[src/rtl/sequence_engine.sv]
// Colour-sequence store for a memory game: a free-running seed counter, a
// Galois LFSR colour source, a 32-entry colour memory and a registered read port.
module sequence_engine (
  input  logic       clk,
  input  logic       reset,
  input  logic       rst_seedgen,
  input  logic       start,
  input  logic       load_colour,
  input  logic       flash_clk,
  input  logic [5:0] current_round,
  input  logic [5:0] check_round,
  input  logic [3:0] player_input,
  output logic       result,
  output logic [3:0] led,
  output logic [5:0] seq_len
);

  localparam logic [15:0] LFSR_SEED = 16'hACE1;
  localparam logic [15:0] LFSR_TAPS = 16'hB400;

  function automatic logic [15:0] lfsr_step(input logic [15:0] s);
    return s[0] ? ((s >> 1) ^ LFSR_TAPS) : (s >> 1);
  endfunction

  function automatic logic [3:0] onehot(input logic [1:0] c);
    return 4'b0001 << c;
  endfunction

  logic [15:0] cnt_q, cnt_d;
  logic        run_q, run_d;
  logic [15:0] lfsr_q, lfsr_d;
  logic [31:0] valid_q, valid_d;
  logic [5:0]  seq_len_q, seq_len_d;
  logic        result_q, result_d;
  logic [3:0]  led_q, led_d;
  logic [1:0]  mem_q [32];

  logic        wr_en;
  logic [4:0]  wr_addr;
  logic [1:0]  wr_colour;
  logic [15:0] lfsr_next;
  logic [5:0]  rd_addr;
  logic        rd_legal;
  logic [3:0]  rd_onehot;

  always_comb begin
    cnt_d     = cnt_q;
    run_d     = run_q;
    lfsr_d    = lfsr_q;
    valid_d   = valid_q;
    seq_len_d = seq_len_q;
    wr_en     = 1'b0;
    wr_addr   = current_round[4:0];
    lfsr_next = lfsr_step(lfsr_q);
    wr_colour = lfsr_next[1:0];

    if (rst_seedgen) begin
      cnt_d = 16'd0;
      run_d = 1'b1;
    end else if (run_q) begin
      cnt_d = cnt_q + 16'd1;
    end

    // start takes precedence over a coincident load_colour
    if (start) begin
      lfsr_d = (cnt_q == 16'd0) ? LFSR_SEED : cnt_q;
    end else if (load_colour && !current_round[5]) begin
      lfsr_d           = lfsr_next;
      wr_en            = 1'b1;
      valid_d[wr_addr] = 1'b1;
      seq_len_d        = current_round + 6'd1;
    end
  end

  // Read side sees pre-edge memory and valid bits, so a concurrent write is not visible
  always_comb begin
    rd_addr   = current_round - check_round;
    rd_legal  = (check_round != 6'd0) && (check_round <= current_round) &&
                !rd_addr[5] && valid_q[rd_addr[4:0]];
    rd_onehot = onehot(mem_q[rd_addr[4:0]]);
    led_d     = (flash_clk && rd_legal) ? rd_onehot : 4'b0000;
    result_d  = rd_legal && (player_input == rd_onehot);
  end

  always_ff @(posedge clk) begin
    if (reset) begin
      cnt_q     <= 16'd0;
      run_q     <= 1'b0;
      lfsr_q    <= LFSR_SEED;
      valid_q   <= 32'd0;
      seq_len_q <= 6'd0;
      result_q  <= 1'b0;
      led_q     <= 4'b0000;
    end else begin
      cnt_q     <= cnt_d;
      run_q     <= run_d;
      lfsr_q    <= lfsr_d;
      valid_q   <= valid_d;
      seq_len_q <= seq_len_d;
      result_q  <= result_d;
      led_q     <= led_d;
    end
  end

  always_ff @(posedge clk) begin
    if (wr_en && !reset) begin
      mem_q[wr_addr] <= wr_colour;
    end
  end

  assign result  = result_q;
  assign led     = led_q;
  assign seq_len = seq_len_q;

endmodule
[config.mk]
export PLATFORM = sky130hd
export DESIGN_NAME = sequence_engine
export DESIGN_NICKNAME = d
export VERILOG_FILES = /design/src/rtl/sequence_engine.sv
export SDC_FILE = /design/constraint.sdc
export NUM_CORES = 1
export LEC_CHECK = 0
export CORE_ASPECT_RATIO = 0.5
export CORE_UTILIZATION = 55
export CTS_BUF_LIST = sky130_fd_sc_hd__clkbuf_4
export DETAILED_ROUTE_END_ITERATION = 8
export PLACE_DENSITY = 0.74
export SETUP_SLACK_MARGIN = 0.2
export SLEW_MARGIN = 20
export SYNTH_ARGS = -nofsm -noshare
export SYNTH_HDL_FRONTEND = slang
export SYNTH_SLANG_ARGS = --single-unit
[constraint.sdc]
create_clock -name clk -period 8.6 [get_ports clk]
set_input_delay 1.29 -clock clk [delete_from_list [all_inputs] [get_ports clk]]
set_output_delay 1.29 -clock clk [all_outputs]
set_load 0.02 [all_outputs]
# --- Word level (Yosys, flattened, before mapping) ---
# Memory sizes are Yosys's and may differ from the RTL's.
# Cells that the tools add are included.
totals:
  ff_bits: 76
  ramBits: 64
  inputBits: 22
  output_inout_bits: 11
  elab_cells: 50
  memories: 1
mem_list:
  columns: ["name", "words", "word_bits", "read_ports", "rd_ports_with_merged_regs", "wr", "line", "text"]
  rows:
  - ["mem_q", 32, 2, 1, 0, 1, "36", "logic [1:0] mem_q [32];"]
op_classes:
  addsub: 3
  n_lt_le_gt_ge: 4
  eq_ne: 1
  shifts: 1
  muxes: 12
  bitwise: 4
  reduce_logical: 17
op_table:
  columns: ["operator", "count"]
  rows:
  - ["$mux W16", 4]
  - ["$or A32 B32 Y32", 1]
  - ["$add A16 B1 Y16 const B", 1]
  - ["$logic_not A16 Y1", 1]
  - ["$lt A5 B6 Y1 const B", 2]
  - ["$logic_and A1 B1 Y1", 8]
  - ["$add A6 B1 Y6 const B", 1]
  - ["$le A6 B6 Y1", 1]
  - ["$mux W1", 6]
  - ["$reduce_bool A6 Y1", 1]
  - ["$sub A6 B6 Y6", 1]
  - ["$bmux W1 S5", 1]
  - ["$demux W1 S5", 1]
  - ["$ge A5 B1 Y1 const B", 1]
  - ["$eq A4 B4 Y1", 1]
  - ["$not A3 Y4", 1]
  - ["$reduce_or A2 Y1", 2]
  - ["$shl A1 B2 Y4 const A", 1]
  - ["$logic_not A1 Y1", 3]
  - ["$not A1 Y1", 2]
  - ["$reduce_and A2 Y1", 1]
  - ["$reduce_bool A2 Y1", 1]

# --- Longest topological paths before layout ---
# Gate-level depths: netlist of run 1.
depth:
  word_depth: 7
  ltp_mapped: 14
  depth_no_buf: 12

# --- Worst setup path before layout of run 1 ---
# No wires, ideal clock.
synth_path:
  kind: "input to register"
  from: "in current_round[0]"
  to: "reg result_q (netlist: result)"
  setup_ps: 122
  t_arrival_ps: 3793
  required_ps: 8478
  setup_slack_ps: 4685
  stages: 13
  n_path_buf: 1
  cell_sequence: "inv_1 ha_1 fa_1 xnor2_2 buf_6 mux4_1 nand2_1 nand2_1 a21oi_2 o221ai_2 o31a_1 o221ai_1 a21oi_2"
synth_via:
  elab_chain_cells: 5
  elab_cells_between_ends: 12
  classes_between: "1 x add/sub; 1 x order compare; 1 x eq/ne; 1 x shift; 2 x mux; 5 x reduce/logical; 1 x memory"
synth_rtl:
  columns: ["item", "line", "text"]
  rows:
  - ["start: declaration", "10", "input logic [5:0] current_round,"]
  - ["$sub A6 B6 Y6 / $le A6 B6 Y1 (equally long branches)", "77, 78", null]
  - ["$mem_v2 Z32 W2 (tied with other cells)", null, null]
  - ["$shl A1 B2 Y4 (tied with other cells)", "26", "return 4'b0001 << c;"]
  - ["$eq A4 B4 Y1 / $logic_and A1 B1 Y1 (equally long branches)", "82, 79", null]
  - ["$logic_and A1 B1 Y1 *", "82", "result_d = rd_legal && (player_input == rd_onehot);"]
  - ["end signal: assignment", "100", "result_q <= result_d;"]
  - ["end: declaration", "34", "logic result_q, result_d;"]
# Mark *: on every way between the ends. The rest lies on a longest branch, timed or not. The select of a mux whose other input is x is not followed.
# A chain may end at the register's enable or synchronous reset.

# --- Worst setup path after layout of run 1 ---
# Same ends and word-level chain as after synthesis.

==> reports/qor.txt, run 1 <==
Hold Crit Start = valid_q[16]$_SDFFE_PP0P_
Num CTS Buffers = 17
WL final = 12800 um
Total Negative Setup Slacks = 0 ns
R2r worst-path depth = 7
# port buffers = 32
Final total power = 1270 uW
CTS H-Tree Depth = 4
CTS root buffer = clkbuf_4
Top_reg_cell synth = dfxtp_1
Final core occ = 62.9%
Starting density of the core = 56.9%
Max stage delay on crit path = 0.83 ns
Commonest cells after routing, fill and taps aside = 101 x nor2_1, 74 x dfxtp_1, 64 x edfxtp_1, 62 x nand2_1, 45 x inv_1
Post-synth EDFFs = 64
Synth cell types = 57
Min-Delay Path Depth = 2
Die footprint = 11900 um2
DRT Pass-1 Iters = 4
Inst Count DP = 739
RSZ-0062 raised after global routing = no
Height of the chip = 77.6 um
Drt first-iter violations = 313
Worst VDD drop = 0.0826 mV
First-pass GRT wire length = 21400 um
Reg clk slew, reported paths = 0.13 ns
NumNets Final = 648
Worst slew pin tran = 1.02 ns
Pwr per Cell Area = 183 nW/um2
DIE WIDTH = 153 um
Post-DR vias/cell = 5.60
Crit path time final = 4.38 ns
Most common cell on crit path = a21oi_2
Routability cong. = 0.757
Final worst slack = 4.22 ns
Register area = 3450 um2
Largest area contributor in the netlist = edfxtp_1
Post-Synthesis Cells = 592
Worst endpoint required time = 9.09 ns
Critical Path AT = 4.87 ns
Setup crit start = current_round[0]
Post-Syn Nets = 627
Crit path buf inv count = 2
Fin. Hold Viols = 0
Synthesized area per cell = 10.6 um2
Filler cell count = 869
Footprint of the multi-input gates = 2540 um2
Final HPWL DP = 8260 um
Slew HR = 31.6%
Setup Skew = 0.0176 ns
Critical path class = in -> reg
Worst skew pair latency = 0.53 ns
Netlist Area Pre-Place = 6290 um2
Share of layout cells above drive strength 1 = 9.42%
Clock sink count = 140
Final setup viols = 0
Core Box Area = 11000 um2
P_leak = 0.00251 uW
TritonCTS clock tree = done
Pins Over Slew Limit = 0
Clk buf depth = 2
Critical Path Stages = 13
Total vias in the final route = 4327
Crit path max-delay family = compound AO/OA/AOI/OAI gates
Non-Filler Instances = 773
Post-cts sizing count = 0
#FFs+latches synth = 140
Hold Path Class = reg -> reg
YS warnings = 0
Async set or reset register ratio after synthesis = 0%
DR DRC count = 0
Post-CTS setup buffer count = 0
GRT Overall Usage = 23.5%
Hold buffers post-CTS = 0
Most common cell after layout, fill and taps aside = nor2_1
Rows = 27
Register area share after synthesis = 54.8%
Initial antenna violation count = 1
Crit path launch type = input pin
GR Overflow Total = 0
IO Pins = 33
Yosys top cell area share = 30.6%
Highest clock rate = 0.228 GHz
Final period utilization = 51.0%
Max FO, Critical Path = 10
Slowest stage cell, crit path = xor2_1
Maxcap violations = 0
ANT nets after route = 0
Vias in the first global route = 4277
Largest net degree at the start of global routing = 59
Setup slack after placement = 3.49 ns
Worst r2r src = mem_q[7][1]$_DFFE_PP_
Crit-path cells = clkdlybuf4s50_1, inv_1, ha_1, fa_2, xor2_1, nand2_1, a32o_1, nor4_4, a21oi_2, o221ai_2, nand2_2, o32a_1, a21oi_2
Layout area overhead = 10.6%
Crit end category = register
Outcome = complete, no violations
Area contributors post-synth = edfxtp_1 31%, dfxtp_1 24%, nor2_1 6.0%, mux4_2 4.3%, o22ai_1 4.0%
DR WL/cell = 16.6 um
==> where the power goes <==
part | internal [uW] | switching, uW
sequential | 694 | 3.81
combinational | 64.0 | 94.5
clock | 172 | 242
==> worst reg2reg max path: cells and delay by family, from the launching register on <==
family          cells  cell delay, ns
compound gates      4            0.69
flops               1            0.38
simple gates        2            0.38
mux                 1            0.50
==> path summary, 6_finish.rpt <==
kind | endpoint | slack, ns
setup reg to reg | result$_SDFF_PP0_ | 6.61
setup / recovery | result$_SDFF_PP0_ | 4.22
hold reg to reg | valid_q[16]$_SDFFE_PP0P_ | 0.48
hold / removal | valid_q[16]$_SDFFE_PP0P_ | 0.48
==> flip-flops by register name, summed over array words and instances, names as in the netlist <==
register and flops:
result 1, lfsr_q 16, valid_q 32, mem_q 64, cnt_q 16, led 4, run_q 1, seq_len 6
==> layer usage <==
metal / GRT usage [%] / wire length [um] / vias up
li1: - / - / 2139
met1: 30.3 / 5810 / 2068
met2: 39.3 / 6210 / 104
met3: 5.36 / 634 / 16
met4: 8.08 / 155 / 0
met5: 0 / 0 / -
==> metrics by stage <==
| stage | hold slack [ns] | area, um2 |
|---|---|---|
| 6_report | 0.479 | 6950 |
| 5_1_grt | 0.505 | 6950 |
| 4_1_cts | 0.479 | 6940 |
| 3_5_place_dp | 0.462 | 6670 |
| 3_3_place_gp | 0.454 | 6670 |
| 2_1_floorplan | 0.449 | 6290 |
==> synthesized netlist by cell type, types with 2 or more instances <==
| cell type | count |
|---|---|
| nor2_1 | 101 |
| dfxtp_1 | 76 |
| edfxtp_1 | 64 |
| nand2_1 | 62 |
| inv_1 | 45 |
| o22ai_1 | 40 |
| clkbuf_1 | 23 |
| a21oi_1 | 20 |
| xor2_1 | 16 |
| ha_1 | 12 |
| mux4_2 | 12 |
| nand2b_1 | 12 |
| xnor2_1 | 10 |
| mux4_1 | 9 |
| nand3_1 | 9 |
| nand4_1 | 8 |
| and3_1 | 6 |
| a211oi_1 | 5 |
| buf_1 | 5 |
| mux2i_1 | 4 |
| nand3b_1 | 4 |
| nor2b_1 | 4 |
| nor4_1 | 4 |
| nor3_1 | 3 |
| a21boi_0 | 2 |
| a21oi_2 | 2 |
| a311oi_1 | 2 |
| and2_1 | 2 |
| buf_2 | 2 |
==> area by class of cell <==
class                      instances  share of cell area [%]
antenna                            2                  0.0720
clock buffer                      17                    1.84
clock inverter                    15                    2.12
inverter                          45                    2.43
multi-input combinational        374                    36.5
sequential                       140                    49.6
tap                              145                    2.61
timing repair buffer              35                    4.86
==> cell families after synthesis <==
logic type / synth area share [%]
muxes: 8.70
xor gates and xnor gates: 3.88
adders and majority gates: 2.71
DFF: 54.8
buffers and inverters: 4.90
and+or+nand+nor: 16.1
AOI/OAI and AO/OA: 8.96
(Power assumes the default switching activity.)
==> run 2, diff against run 1 <==
Settings changed: PLACE_DENSITY 0.74 to 0.77.
Clock period 8.6 ns to 3.6 ns, I/O delays scaled along.
==> run 2 against run 1 <==
  * Final cell count rose by 3.5%
  * Worst hold slack lost 0.0065 ns
  * Critical endpoint unchanged
  * Die area is the same
  * Sequential cell count unchanged
  * Highest routed layer unchanged
  * Wire length up 2.4%
  * Setup slack worse by 3.9 ns
  * Largest cell class unchanged
  * Clock skew shrank 0.0057 ns
  * Sequential share of layout area shrank 1.7 points
==> reports/qor.txt, run 2 (synthesized netlist as in run 1, its figures left out) <==
DRT Pass-1 Iters = 5
Crit end category = register
Clock power frac = 32.9%
R2R setup slack = 1.61 ns
Vias in the first global route = 4292
GR Overflow Total = 0
RSZ-0062 raised after global routing = no
Max FO, Critical Path = 16
# diodes = 0
Num CTS Buffers = 17
Post-cts sizing count = 0
Final HPWL DP = 8840 um
Critical Path AT = 3.76 ns
Final worst slack = 0.304 ns
Inst Count DP = 768
Height of the chip = 77.6 um
Slew HR = 51.5%
Worst r2r src = mem_q[3][1]$_DFFE_PP_
Highest clock rate = 0.303 GHz
Reg clk slew, reported paths = 0.13 ns
Layout area overhead = 14.6%
Min-Delay Path Depth = 2
Internal power = 2290 uW
Final period utilization = 91.6%
Drt first-iter violations = 330
Hold buffers post-CTS = 0
WL final = 13100 um
CTS H-Tree Depth = 4
Clk buf depth = 2
DIE WIDTH = 153 um
Rows = 27
Worst skew pair latency = 0.51 ns
GRT Overall Usage = 23.5%
Combinational share of power = 14.0%
Die footprint = 11900 um2
Worst slew pin tran = 0.726 ns
Hold Crit Start = seq_len[1]$_SDFFE_PP0P_
Share of layout cells above drive strength 1 = 13.4%
Post-CTS setup buffer count = 0
IO Pins = 33
Setup Skew = 0.0119 ns
Maxcap violations = 0
Routability cong. = 0.828
# port buffers = 32
Commonest cells after routing, fill and taps aside = 101 x nor2_1, 74 x dfxtp_1, 64 x edfxtp_1, 62 x nand2_1, 45 x inv_1
Switching part of the total = 27.1%
Clock sink count = 140
CTS root buffer = clkbuf_4
Pins Over Slew Limit = 0
Max reg flops = 64
Most common cell after layout, fill and taps aside = nor2_1
Worst endpoint required time = 4.06 ns
Core Box Area = 11000 um2
Crit path time final = 3.30 ns
Crit path launch type = input pin
First-pass GRT wire length = 21200 um
Final setup viols = 0
Sw power = 850 uW
Hold Crit Endpoint = seq_len[1]$_SDFFE_PP0P_
Pwr per Cell Area = 435 nW/um2
TritonCTS clock tree = done
Setup slack after placement = -0.213 ns
Non-Filler Instances = 800
Total vias in the final route = 4464
Worst VDD drop = 0.287 mV
RR Endpoint = result$_SDFF_PP0_
Initial antenna violation count = 0
Sequential power share = 53.2%
Outcome = complete, no violations
DR DRC count = 0
DR WL/cell = 16.4 um
Fin. Hold Viols = 0
Post-DR vias/cell = 5.58
ANT nets after route = 0
Critical path class = in -> reg
Largest net degree at the start of global routing = 58
Final core occ = 65.2%
P_leak = 0.00265 uW
Largest regs = mem_q x64, valid_q x32
Starting density of the core = 56.9%
NumNets Final = 677
Hold Path Class = reg -> reg
Final total power = 3140 uW
Largest Register = mem_q
R2r worst-path depth = 7
-- run 2: changes by cell type in the layout (fill, tap and decap cells not counted), sizes merged --
cell,previous run,this run
clkinv,7,5
buf,4,33
diode,2,0
clkinvlp,2,4
-- run 2: worst max path at each step --
stage / start / end / depth (start not counted)
2_1_floorplan: current_round[0] / result$_SDFF_PP0_ / 13
3_3_place_gp: current_round[0] / result$_SDFF_PP0_ / 13
3_5_place_dp: current_round[0] / result$_SDFF_PP0_ / 13
4_1_cts: current_round[0] / result$_SDFF_PP0_ / 13
5_1_grt: current_round[0] / result$_SDFF_PP0_ / 13
6_report: current_round[0] / result$_SDFF_PP0_ / 13
-- run 2: stage by stage --
stage	setup TNS, ns	hold slack [ns]	cell area (um2)
6_report	0	0.473	7210
5_1_grt	0	0.493	7210
4_1_cts	0	0.479	7200
3_5_place_dp	-0.440	0.461	6910
3_3_place_gp	-0.127	0.456	6910
2_1_floorplan	0	0.449	6290
-- run 2: power by group through the flow --
stage	Sequential, uW	Combinational [uW]	Clock [uW]
2_1_floorplan	1700	273	0
3_3_place_gp	1700	422	0
3_5_place_dp	1700	431	0
4_1_cts	1670	435	1050
5_1_grt	1670	472	1130
6_report	1670	438	1030
-- run 2: cell type report --
cell class | count | area [um2]
inverters | 45 | 169
well taps | 145 | 181
repair buffers | 64 | 581
clock inverters | 15 | 166
multi-input cells | 374 | 2540
fillers | 842 | 3840
flip-flops and latches | 140 | 3450
clock buffers | 17 | 128
-- run 2: worst max-delay path, cell delays in order --
cell and delay (ns):
clkdlybuf4s50_1 0.48, inv_1 0.07, ha_1 0.22, fa_1 0.43, xnor2_2 0.24, buf_12 0.19, mux4_1 0.54, and2_1 0.16
a21oi_1 0.21, o221ai_2 0.20, nor2b_1 0.19, o221ai_1 0.16, a21oi_2 0.11
-- run 2: per-layer routing --
metal | track usage [%] | part of all wire [%]
met3 | 5.08 | 5.2
met4 | 7.68 | 1.1
met5 | 0 | 0
met1 | 30.8 | 45
met2 | 39.3 | 49
